### src/rtl/peaxi4_pkg.sv
// peaxi4_pkg: shared AXI4 burst/response encodings and the beat-size helper
package peaxi4_pkg;
  localparam logic [1:0] BURST_FIXED = 2'b00;
  localparam logic [1:0] BURST_INCR = 2'b01;
  localparam logic [1:0] BURST_WRAP = 2'b10;
  localparam logic [1:0] RESP_OKAY = 2'b00;
  localparam logic [1:0] RESP_EXOKAY = 2'b01;
  localparam logic [1:0] RESP_SLVERR = 2'b10;
  localparam logic [1:0] RESP_DECERR = 2'b11;
  function automatic logic [2:0] size_enc(input int strb_w);
    return strb_w == 16 ? 3'd4 : strb_w == 8 ? 3'd3 : strb_w == 4 ? 3'd2 : strb_w == 2 ? 3'd1 : 3'd0;
  endfunction
endpackage

### src/rtl/peaxi4_sync_fifo.sv
// peaxi4_sync_fifo: first-word-fall-through FIFO with occupancy count
module peaxi4_sync_fifo #(
  parameter int WIDTH = 8,
  parameter int DEPTH = 8,
  localparam int CW = $clog2(DEPTH + 1),
  localparam int PW = $clog2(DEPTH)
) (
  input  logic clk,
  input  logic rst,
  input  logic push,
  input  logic [WIDTH-1:0] din,
  input  logic pop,
  output logic [WIDTH-1:0] dout,
  output logic [CW-1:0] count,
  output logic full,
  output logic empty
);
  logic [WIDTH-1:0] mem [DEPTH];
  logic [PW-1:0] wr_ptr, rd_ptr;
  logic do_push, do_pop;
  assign full = count == CW'(DEPTH);
  assign empty = count == '0;
  assign do_pop = pop && !empty;
  assign do_push = push && (!full || do_pop);
  assign dout = mem[rd_ptr];
  always_ff @(posedge clk) begin
    if (do_push) mem[wr_ptr] <= din;
  end
  always_ff @(posedge clk) begin
    if (rst) begin
      wr_ptr <= '0;
      rd_ptr <= '0;
      count <= '0;
    end else begin
      wr_ptr <= wr_ptr + PW'(do_push);
      rd_ptr <= rd_ptr + PW'(do_pop);
      count <= count + CW'(do_push) - CW'(do_pop);
    end
  end
endmodule

### src/rtl/peaxi4_master_v2.sv
// peaxi4_master_v2: queued AXI4 master bridge with outstanding-burst limits and read-space reservation
module peaxi4_master_v2
  import peaxi4_pkg::*;
#(
  parameter int ADDR_W = 32,
  parameter int DATA_W = 32,
  parameter int ID_W = 4,
  parameter int AQ_DEPTH = 8,
  parameter int DQ_DEPTH = 32,
  parameter int MAX_OUTST = 4,
  localparam int STRB_W = DATA_W / 8,
  localparam int OW = $clog2(MAX_OUTST + 1)
) (
  input  logic clk,
  input  logic rst,
  input  logic [ID_W-1:0] s_awid,
  input  logic [ADDR_W-1:0] s_awaddr,
  input  logic [7:0] s_awlen,
  input  logic [1:0] s_awburst,
  input  logic s_awvalid,
  output logic s_awready,
  input  logic [DATA_W-1:0] s_wdata,
  input  logic [STRB_W-1:0] s_wstrb,
  input  logic s_wlast,
  input  logic s_wvalid,
  output logic s_wready,
  output logic [ID_W-1:0] s_bid,
  output logic [1:0] s_bresp,
  output logic s_bvalid,
  input  logic s_bready,
  input  logic [ID_W-1:0] s_arid,
  input  logic [ADDR_W-1:0] s_araddr,
  input  logic [7:0] s_arlen,
  input  logic [1:0] s_arburst,
  input  logic s_arvalid,
  output logic s_arready,
  output logic [ID_W-1:0] s_rid,
  output logic [DATA_W-1:0] s_rdata,
  output logic [1:0] s_rresp,
  output logic s_rlast,
  output logic s_rvalid,
  input  logic s_rready,
  output logic [ID_W-1:0] m_awid,
  output logic [ADDR_W-1:0] m_awaddr,
  output logic [7:0] m_awlen,
  output logic [2:0] m_awsize,
  output logic [1:0] m_awburst,
  output logic m_awvalid,
  input  logic m_awready,
  output logic [DATA_W-1:0] m_wdata,
  output logic [STRB_W-1:0] m_wstrb,
  output logic m_wlast,
  output logic m_wvalid,
  input  logic m_wready,
  input  logic [ID_W-1:0] m_bid,
  input  logic [1:0] m_bresp,
  input  logic m_bvalid,
  output logic m_bready,
  output logic [ID_W-1:0] m_arid,
  output logic [ADDR_W-1:0] m_araddr,
  output logic [7:0] m_arlen,
  output logic [2:0] m_arsize,
  output logic [1:0] m_arburst,
  output logic m_arvalid,
  input  logic m_arready,
  input  logic [ID_W-1:0] m_rid,
  input  logic [DATA_W-1:0] m_rdata,
  input  logic [1:0] m_rresp,
  input  logic m_rlast,
  input  logic m_rvalid,
  output logic m_rready,
  output logic [OW-1:0] wr_outst,
  output logic [OW-1:0] rd_outst,
  output logic len_err
);
  localparam int AQW = $clog2(AQ_DEPTH + 1);
  localparam int DCW = $clog2(DQ_DEPTH + 1);
  localparam int AFW = ID_W + ADDR_W + 10;
  localparam int WFW = DATA_W + STRB_W + 1;
  localparam int RFW = ID_W + DATA_W + 3;
  logic [AQW-1:0] aw_count, ar_count;
  logic [DCW-1:0] w_count, r_count, r_resv;
  logic aw_full, aw_empty, ar_full, ar_empty, w_full, w_empty, r_full, r_empty;
  logic [AFW-1:0] aw_head, ar_head;
  logic [WFW-1:0] w_head;
  logic [RFW-1:0] r_head;
  logic [OW-1:0] credit;
  logic [31:0] free, need;
  logic aw_hs, w_hs, b_hs, ar_hs, rl_hs, ar_len_ok;
  logic unused_ok;
  assign unused_ok = &{1'b0, aw_full, ar_full, w_full, r_full};
  assign aw_hs = m_awvalid && m_awready;
  assign w_hs = m_wvalid && m_wready;
  assign b_hs = s_bvalid && s_bready;
  assign ar_hs = m_arvalid && m_arready;
  assign rl_hs = s_rvalid && s_rready && s_rlast;
  assign ar_len_ok = 32'(s_arlen) < 32'(DQ_DEPTH);
  assign free = 32'(DQ_DEPTH) - 32'(r_count) - 32'(r_resv);
  assign need = 32'(m_arlen) + 32'd1;
  assign s_awready = !rst && aw_count < AQW'(AQ_DEPTH);
  assign s_arready = !rst && ar_count < AQW'(AQ_DEPTH) && ar_len_ok;
  assign s_wready = !rst && w_count < DCW'(DQ_DEPTH);
  assign m_awsize = size_enc(STRB_W);
  assign m_arsize = size_enc(STRB_W);
  assign {m_awid, m_awaddr, m_awlen, m_awburst} = aw_head;
  assign {m_arid, m_araddr, m_arlen, m_arburst} = ar_head;
  assign {m_wdata, m_wstrb, m_wlast} = w_head;
  assign {s_rid, s_rdata, s_rresp, s_rlast} = r_head;
  assign m_awvalid = !rst && !aw_empty && wr_outst < OW'(MAX_OUTST);
  assign m_wvalid = !rst && !w_empty && credit != '0;
  assign m_arvalid = !rst && !ar_empty && rd_outst < OW'(MAX_OUTST) && free >= need;
  assign s_rvalid = !rst && !r_empty;
  assign m_rready = 1'b1;
  assign s_bid = m_bid;
  assign s_bresp = m_bresp;
  assign s_bvalid = !rst && m_bvalid;
  assign m_bready = s_bready;
  peaxi4_sync_fifo #(.WIDTH(AFW), .DEPTH(AQ_DEPTH)) u_aw (
    .clk(clk), .rst(rst), .push(s_awvalid && s_awready), .din({s_awid, s_awaddr, s_awlen, s_awburst}),
    .pop(aw_hs), .dout(aw_head), .count(aw_count), .full(aw_full), .empty(aw_empty)
  );
  peaxi4_sync_fifo #(.WIDTH(AFW), .DEPTH(AQ_DEPTH)) u_ar (
    .clk(clk), .rst(rst), .push(s_arvalid && s_arready), .din({s_arid, s_araddr, s_arlen, s_arburst}),
    .pop(ar_hs), .dout(ar_head), .count(ar_count), .full(ar_full), .empty(ar_empty)
  );
  peaxi4_sync_fifo #(.WIDTH(WFW), .DEPTH(DQ_DEPTH)) u_w (
    .clk(clk), .rst(rst), .push(s_wvalid && s_wready), .din({s_wdata, s_wstrb, s_wlast}),
    .pop(w_hs), .dout(w_head), .count(w_count), .full(w_full), .empty(w_empty)
  );
  peaxi4_sync_fifo #(.WIDTH(RFW), .DEPTH(DQ_DEPTH)) u_r (
    .clk(clk), .rst(rst), .push(m_rvalid), .din({m_rid, m_rdata, m_rresp, m_rlast}),
    .pop(s_rready), .dout(r_head), .count(r_count), .full(r_full), .empty(r_empty)
  );
  always_ff @(posedge clk) begin
    if (rst) begin
      wr_outst <= '0;
      rd_outst <= '0;
      credit <= '0;
      r_resv <= '0;
      len_err <= 1'b0;
    end else begin
      wr_outst <= wr_outst + OW'(aw_hs) - OW'(b_hs);
      credit <= credit + OW'(aw_hs) - OW'(w_hs && m_wlast);
      rd_outst <= rd_outst + OW'(ar_hs) - OW'(rl_hs);
      r_resv <= r_resv + (ar_hs ? DCW'(need) : '0) - DCW'(m_rvalid);
      len_err <= len_err || (s_arvalid && !ar_len_ok);
    end
  end
endmodule
### config.mk
export PLATFORM = sky130hd
export DESIGN_NAME = peaxi4_master_v2
export DESIGN_NICKNAME = d
export VERILOG_FILES = /design/src/rtl/peaxi4_pkg.sv /design/src/rtl/peaxi4_sync_fifo.sv /design/src/rtl/peaxi4_master_v2.sv
export SDC_FILE = /design/constraint.sdc
export NUM_CORES = 2
export LEC_CHECK = 0
export BUFFER_PORTS_ARGS = -buffer_cell sky130_fd_sc_hd__buf_2
export CORE_ASPECT_RATIO = 1.1
export CORE_UTILIZATION = 55
export DETAILED_ROUTE_END_ITERATION = 8
export GPL_TIMING_DRIVEN = 0
export PLACE_DENSITY = 0.77
export SYNTH_ARGS = -nofsm -noshare
export SYNTH_HDL_FRONTEND = slang
export SYNTH_SLANG_ARGS = --single-unit
### constraint.sdc
create_clock -name clk -period 9.87 [get_ports clk]
set_input_delay 0.4935 -clock clk [delete_from_list [all_inputs] [get_ports clk]]
set_output_delay 0.4935 -clock clk [all_outputs]
set_load 0.01 [all_outputs]
### Word level (Yosys, flattened, before mapping)

Memories as Yosys holds them, arrays and structs flattened. A register that Yosys moved wholly into a read port is not among the register bits.
Index checks and enable logic that the tools add are counted.
W data, S select, Z words.

| word-level totals | value |
|---|---|
| register bits | 68 |
| RAM bits | 3,168 |
| input bits | 186 |
| output and inout bits | 197 |
| word-level logic and storage cells | 124 |
| memories | 4 |

Memory list:

| name | depth | bits a word | read ports | clocked after memory_dff | write ports | line | source |
|---|---|---|---|---|---|---|---|
| u_r.mem | 32 | 39 | 1 | 1 | 1 | peaxi4_sync_fifo.sv:18 | `logic [WIDTH-1:0] mem [DEPTH];` |
| u_w.mem | 32 | 37 | 1 | 1 | 1 | peaxi4_sync_fifo.sv:18 |  |
| u_ar.mem | 8 | 46 | 1 | 1 | 1 | peaxi4_sync_fifo.sv:18 |  |
| u_aw.mem | 8 | 46 | 1 | 1 | 1 | peaxi4_sync_fifo.sv:18 |  |

| operators by class | value |
|---|---|
| $add $sub $neg | 27 |
| magnitude comparators | 7 |
| equal/unequal tests | 4 |
| mux-type cells | 13 |
| reductions and logical operators | 52 |

Operators by type and width:

| cell | number |
|---|---|
| $ge A32 B9 Y1 | 1 |
| $logic_and A1 B1 Y1 | 32 |
| $add A3 B1 Y3 | 7 |
| $add A5 B1 Y5 | 4 |
| $sub A6 B1 Y6 | 3 |
| $add A6 B1 Y6 | 2 |
| $eq A6 B6 Y1 const B | 2 |
| $logic_not A6 Y1 | 2 |
| $logic_not A1 Y1 | 10 |
| $mux W5 | 2 |
| $add A8 B1 Y9 const B | 1 |
| $sub A3 B1 Y3 | 3 |
| $add A4 B1 Y4 | 2 |
| $eq A4 B4 Y1 const B | 2 |
| $logic_not A4 Y1 | 2 |
| $lt A4 B4 Y1 const B | 2 |
| $lt A8 B6 Y1 const B | 1 |
| $mux W1 | 8 |
| $sub A4 B1 Y4 | 2 |
| $sub A7 B7 Y8 | 1 |
| $sub A6 B6 Y7 const A | 1 |
| $add A6 B6 Y6 | 1 |
| $lt A3 B3 Y1 const B | 2 |
| $lt A6 B6 Y1 const B | 1 |
| other kinds (4) | 9 |

### Logic depth before layout (Yosys ltp)

| logic depth | value |
|---|---|
| depth in word-level cells | 11 |
| gate-level depth with buffers | 27 |

### By module

A second synthesis with hierarchy kept.

| second synthesis, totals | value |
|---|---|
| cell total of the unflattened synthesis | 5,656 |
| area, all modules | 124,907.3 um^2 |

Modules (own cells, without submodules):

| module | instances | cells an instance | area each (um^2) | sequential area each (um^2) |
|---|---|---|---|---|
| peaxi4_sync_fifo (u_r) | 1 | 2,171 | 48,086.1 | 37,796.2 |
| peaxi4_sync_fifo (u_w) | 1 | 2,065 | 45,630.0 | 35,874.4 |
| peaxi4_sync_fifo (u_aw) | 1 | 595 | 14,666.6 | 11,250.8 |
| peaxi4_sync_fifo (u_ar) | 1 | 595 | 14,664.1 | 11,250.8 |
| peaxi4_master_v2 | 1 | 230 | 1,860.5 | 320.3 |

### Least setup slack after synthesis

OpenSTA, ideal clock, no wires.

| timing path | value |
|---|---|
| path kind | register to register |
| from | reg, netlist name u_ar.rd_ptr[0] |
| to | mem u_ar.mem[5][0] (netlist bit) (enable) |
| library setup time | 0.564 ns |
| arrival time | 7.275 ns |
| slack | 2.031 ns |
| stages on the path, launching flop included | 16 |
| buffers on the path | 2 |
| cell sequence | dfxtp_1 > buf_6 > mux4_2 > mux2i_2 > inv_1 > ha_1 > inv_1 > xnor2_1 > ha_1 > nand2_1 > o21a_1 > o21ai_1 > a21oi_2 > o211a_1 > buf_6 > nor4_1 |

RTL lines:

| element | line |
|---|---|
| end, declared | peaxi4_sync_fifo.sv:18 |

==> impl_metrics.env <==
export IMPL_status="finished with violations"
export IMPL_violations="capacitance limit, slew limit"
export IMPL_wl_per_cell_um=33.91
export IMPL_synth_ff_type="edfxtp_1"
export IMPL_rows=182
export IMPL_hold_path_class="in2reg"
export IMPL_die_w_um=455.3
export IMPL_routed_via_density=6.545
export IMPL_synth_edff_count=3168
export IMPL_post_dp_hpwl_um=190900
export IMPL_die_area_sq_um=227900
export IMPL_worstMarginPinSlew_ns=1.515
export IMPL_globalRoute_totalOverflow=0
export IMPL_p_leak_nw=45.22
export IMPL_crit_slowest_cell="clkbuf_1"
export IMPL_fin_skew_ns=0.09004
export IMPL_drc=0
export IMPL_ys_seq_elements=3236
export IMPL_clock_sinks=3236
export IMPL_via_count=61178
export IMPL_power_density_nw_per_um2=225.2
export IMPL_ctsResizeCount=0
export IMPL_rsz0062_at_grt="no"
export IMPL_numCtsBuffers=330
export IMPL_fmax_ghz=0.1796
export IMPL_layout_commonest_cell="edfxtp_1"
export IMPL_post_cts_buffers=0
export IMPL_synthCells=5134
export IMPL_grt_pass1_vias=63775
export IMPL_vdd_drop_max_v=0.0001840
export IMPL_cts_htree_levels=5
export IMPL_postRouteAntennaNets=0
export IMPL_syn_area_sq_um=124300
export IMPL_setup_ws_ns=4.301
export IMPL_fp_coreArea_sq_um=224100
export IMPL_min_period_ns=5.569
export IMPL_initial_utilization_pct=55.48
export IMPL_gp_congestion=0.7642
export IMPL_cp_required_ns=9.38
export IMPL_yosys_warnings=0
export IMPL_worstSetupEndpointType="primary output"
export IMPL_slew_viol_final=5
export IMPL_crit_top_cell="clkbuf_1"
export IMPL_cts_buffer_depth=4
export IMPL_grt_usage_pct=27.90
export IMPL_synth_cell_types=51
export IMPL_place_ws_ns=4.347
export IMPL_async_flop_share_pct=0
export IMPL_final_hold_viol_count=0
export IMPL_arrival_ns=5.08
export IMPL_nets=6416
export IMPL_drive_above_1_share_pct=35.36
export IMPL_relSlewSlack_pct=-1.489
export IMPL_crit_chain="clkbuf_1, clkbuf_1, clkbuf_1, mux4_2, mux4_2, mux2_2, buf_2"
export IMPL_finalCritPeriodShare_pct=56.42
export IMPL_syn_to_final_growth_pct=16.65
export IMPL_setup_violations=0
export IMPL_syn_avg_cell_area_sq_um=24.21
export IMPL_root_buffer="clkbuf_16"
export IMPL_ctsHoldBuffers=144
export IMPL_yosysSeqAreaShare_pct=77.62
export IMPL_finalPower_w=0.03266
export IMPL_totalWireLength_um=317000
export IMPL_grt_start_max_net_pins=33
export IMPL_mostFrequentLayoutCells="edfxtp_1 (3168), mux4_2 (944), buf_2 (439)"
export IMPL_insertion_delay_ns=0.96
export IMPL_antenna_found_initial=29
export IMPL_placement_io_buffers=369
export IMPL_io_pins=383
export IMPL_path_clk_slew_ns=0.06
export IMPL_grt_pass1_wl_um=447600
export IMPL_dr_pass1_iters=8
export IMPL_tritoncts="built"
export IMPL_fin_tns_setup_ns=0
export IMPL_die_y_um=500.6
export IMPL_worst_path_largest_cell_delay_ns=0.95
export IMPL_dr_first_iter_drc_count=7588
export IMPL_drv_cap=1
export IMPL_crit_type="reg2out"
export IMPL_crit_fanout=10
export IMPL_startpoint_type="flip-flop"
## cell type report
type	count	area, sq um
Fill cell	13850	79060
Inverter	74	277.8
Sequential cell	3236	96490
Tap cell	2944	3684
Clock inverter	163	1635
Timing Repair Buffer	670	5967
Multi-Input combinational cell	1566	26950
Clock buffer	420	8773
Buffer	263	1206
Antenna cell	12	30.03
## report_power, final
group | switching (W) | internal, W | leakage, nW
Combinational | 0.00269 | 0.00237 | 11.1
Sequential | 0.0000836 | 0.0153 | 29.1
Clock | 0.00512 | 0.00711 | 5.06
## cell families after synthesis
group           Yosys count  share of synthesized area, %
mux                    1112                         18.62
other cells               2                      0.006041
flops                  3236                         77.62
xor+xnor                 53                        0.3734
simple gates            260                        0.9995
buf+inv                 337                         1.190
fa+ha+maj                89                        0.9501
compound gates           45                        0.2365
## layer usage
metal | vias up | part of all wire (%) | GRT usage (%)
met2 | 4208 | 51 | 46.59
met5 | - | 0.043 | 0
li1 | 23918 | - | -
met4 | 20 | 4.6 | 12.01
met1 | 32245 | 35 | 35.31
met3 | 787 | 9.9 | 6.205
## sequential cells by signal, indices dropped and copies added, names as in the netlist, 4 cells and up
register,flops
u_r.rd_ptr,5
u_r.count,6
u_r.wr_ptr,5
u_r.mem,1248
u_ar.count,4
u_ar.mem,368
r_resv,6
u_w.mem,1184
u_w.count,6
u_w.wr_ptr,5
u_aw.count,4
u_aw.mem,368
u_w.rd_ptr,5
## per-stage QoR
| step | std cells | cell area [sq um] | hold slack (ns) | util (%) |
|---|---|---|---|---|
| final | 9348 | 145000 | 0.06153 | 64.72 |
| after global routing | 9342 | 145000 | 0.03638 | 64.71 |
| after CTS | 9334 | 145000 | 0.0003597 | 64.69 |
| after detailed placement | 8607 | 133100 | 0.4686 | 59.40 |
| after global placement | 8452 | 129900 | 0.4558 | 57.95 |
| after floorplan | 5139 | 124300 | 0.5021 | - |
## worst paths after layout
path / cells past startpoint / end / startpoint / slack, ns
worst min register to register: 2 / len_err$_SDFF_PP0_ / len_err$_SDFF_PP0_ / 0.48
worst max-delay path: 7 / s_rdata[1] / u_r.rd_ptr[1]$_SDFF_PP0_ / 4.30
worst min-delay path: 1 / u_r.mem[0][24]$_DFFE_PP_ / m_rdata[21] / 0.06
worst max register to register: 24 / r_resv[5]$_SDFF_PP0_ / u_ar.rd_ptr[0]$_SDFF_PP0_ / 4.34
## Yosys cell counts (6+ instances only)
library cell	number	area, sq um
or3_1	8	50.05
buf_2	69	345.3
mux2_2	160	1802
buf_4	20	150.1
nor2_1	137	514.2
inv_1	72	270.3
nand3b_1	12	90.09
buf_1	38	142.6
nor2b_1	31	193.9
nor4_1	6	37.54
mux4_2	944	21260
a21oi_1	16	80.08
ha_1	80	1001
fa_1	9	180.2
edfxtp_1	3168	95130
clkbuf_1	129	484.2
xnor2_1	37	324.1
dfxtp_1	68	1361
xor2_1	16	140.1
nor3_1	6	30.03
nand3_1	16	80.08
buf_6	7	78.83
nand2_1	24	90.09
## worst max-delay path, delay by kind of cell, from the launching register on
kind     cells  cell delay (ns)
buf+inv      4             2.41
flops        1             0.36
mux          3             1.37
(Power assumes the default switching activity.)
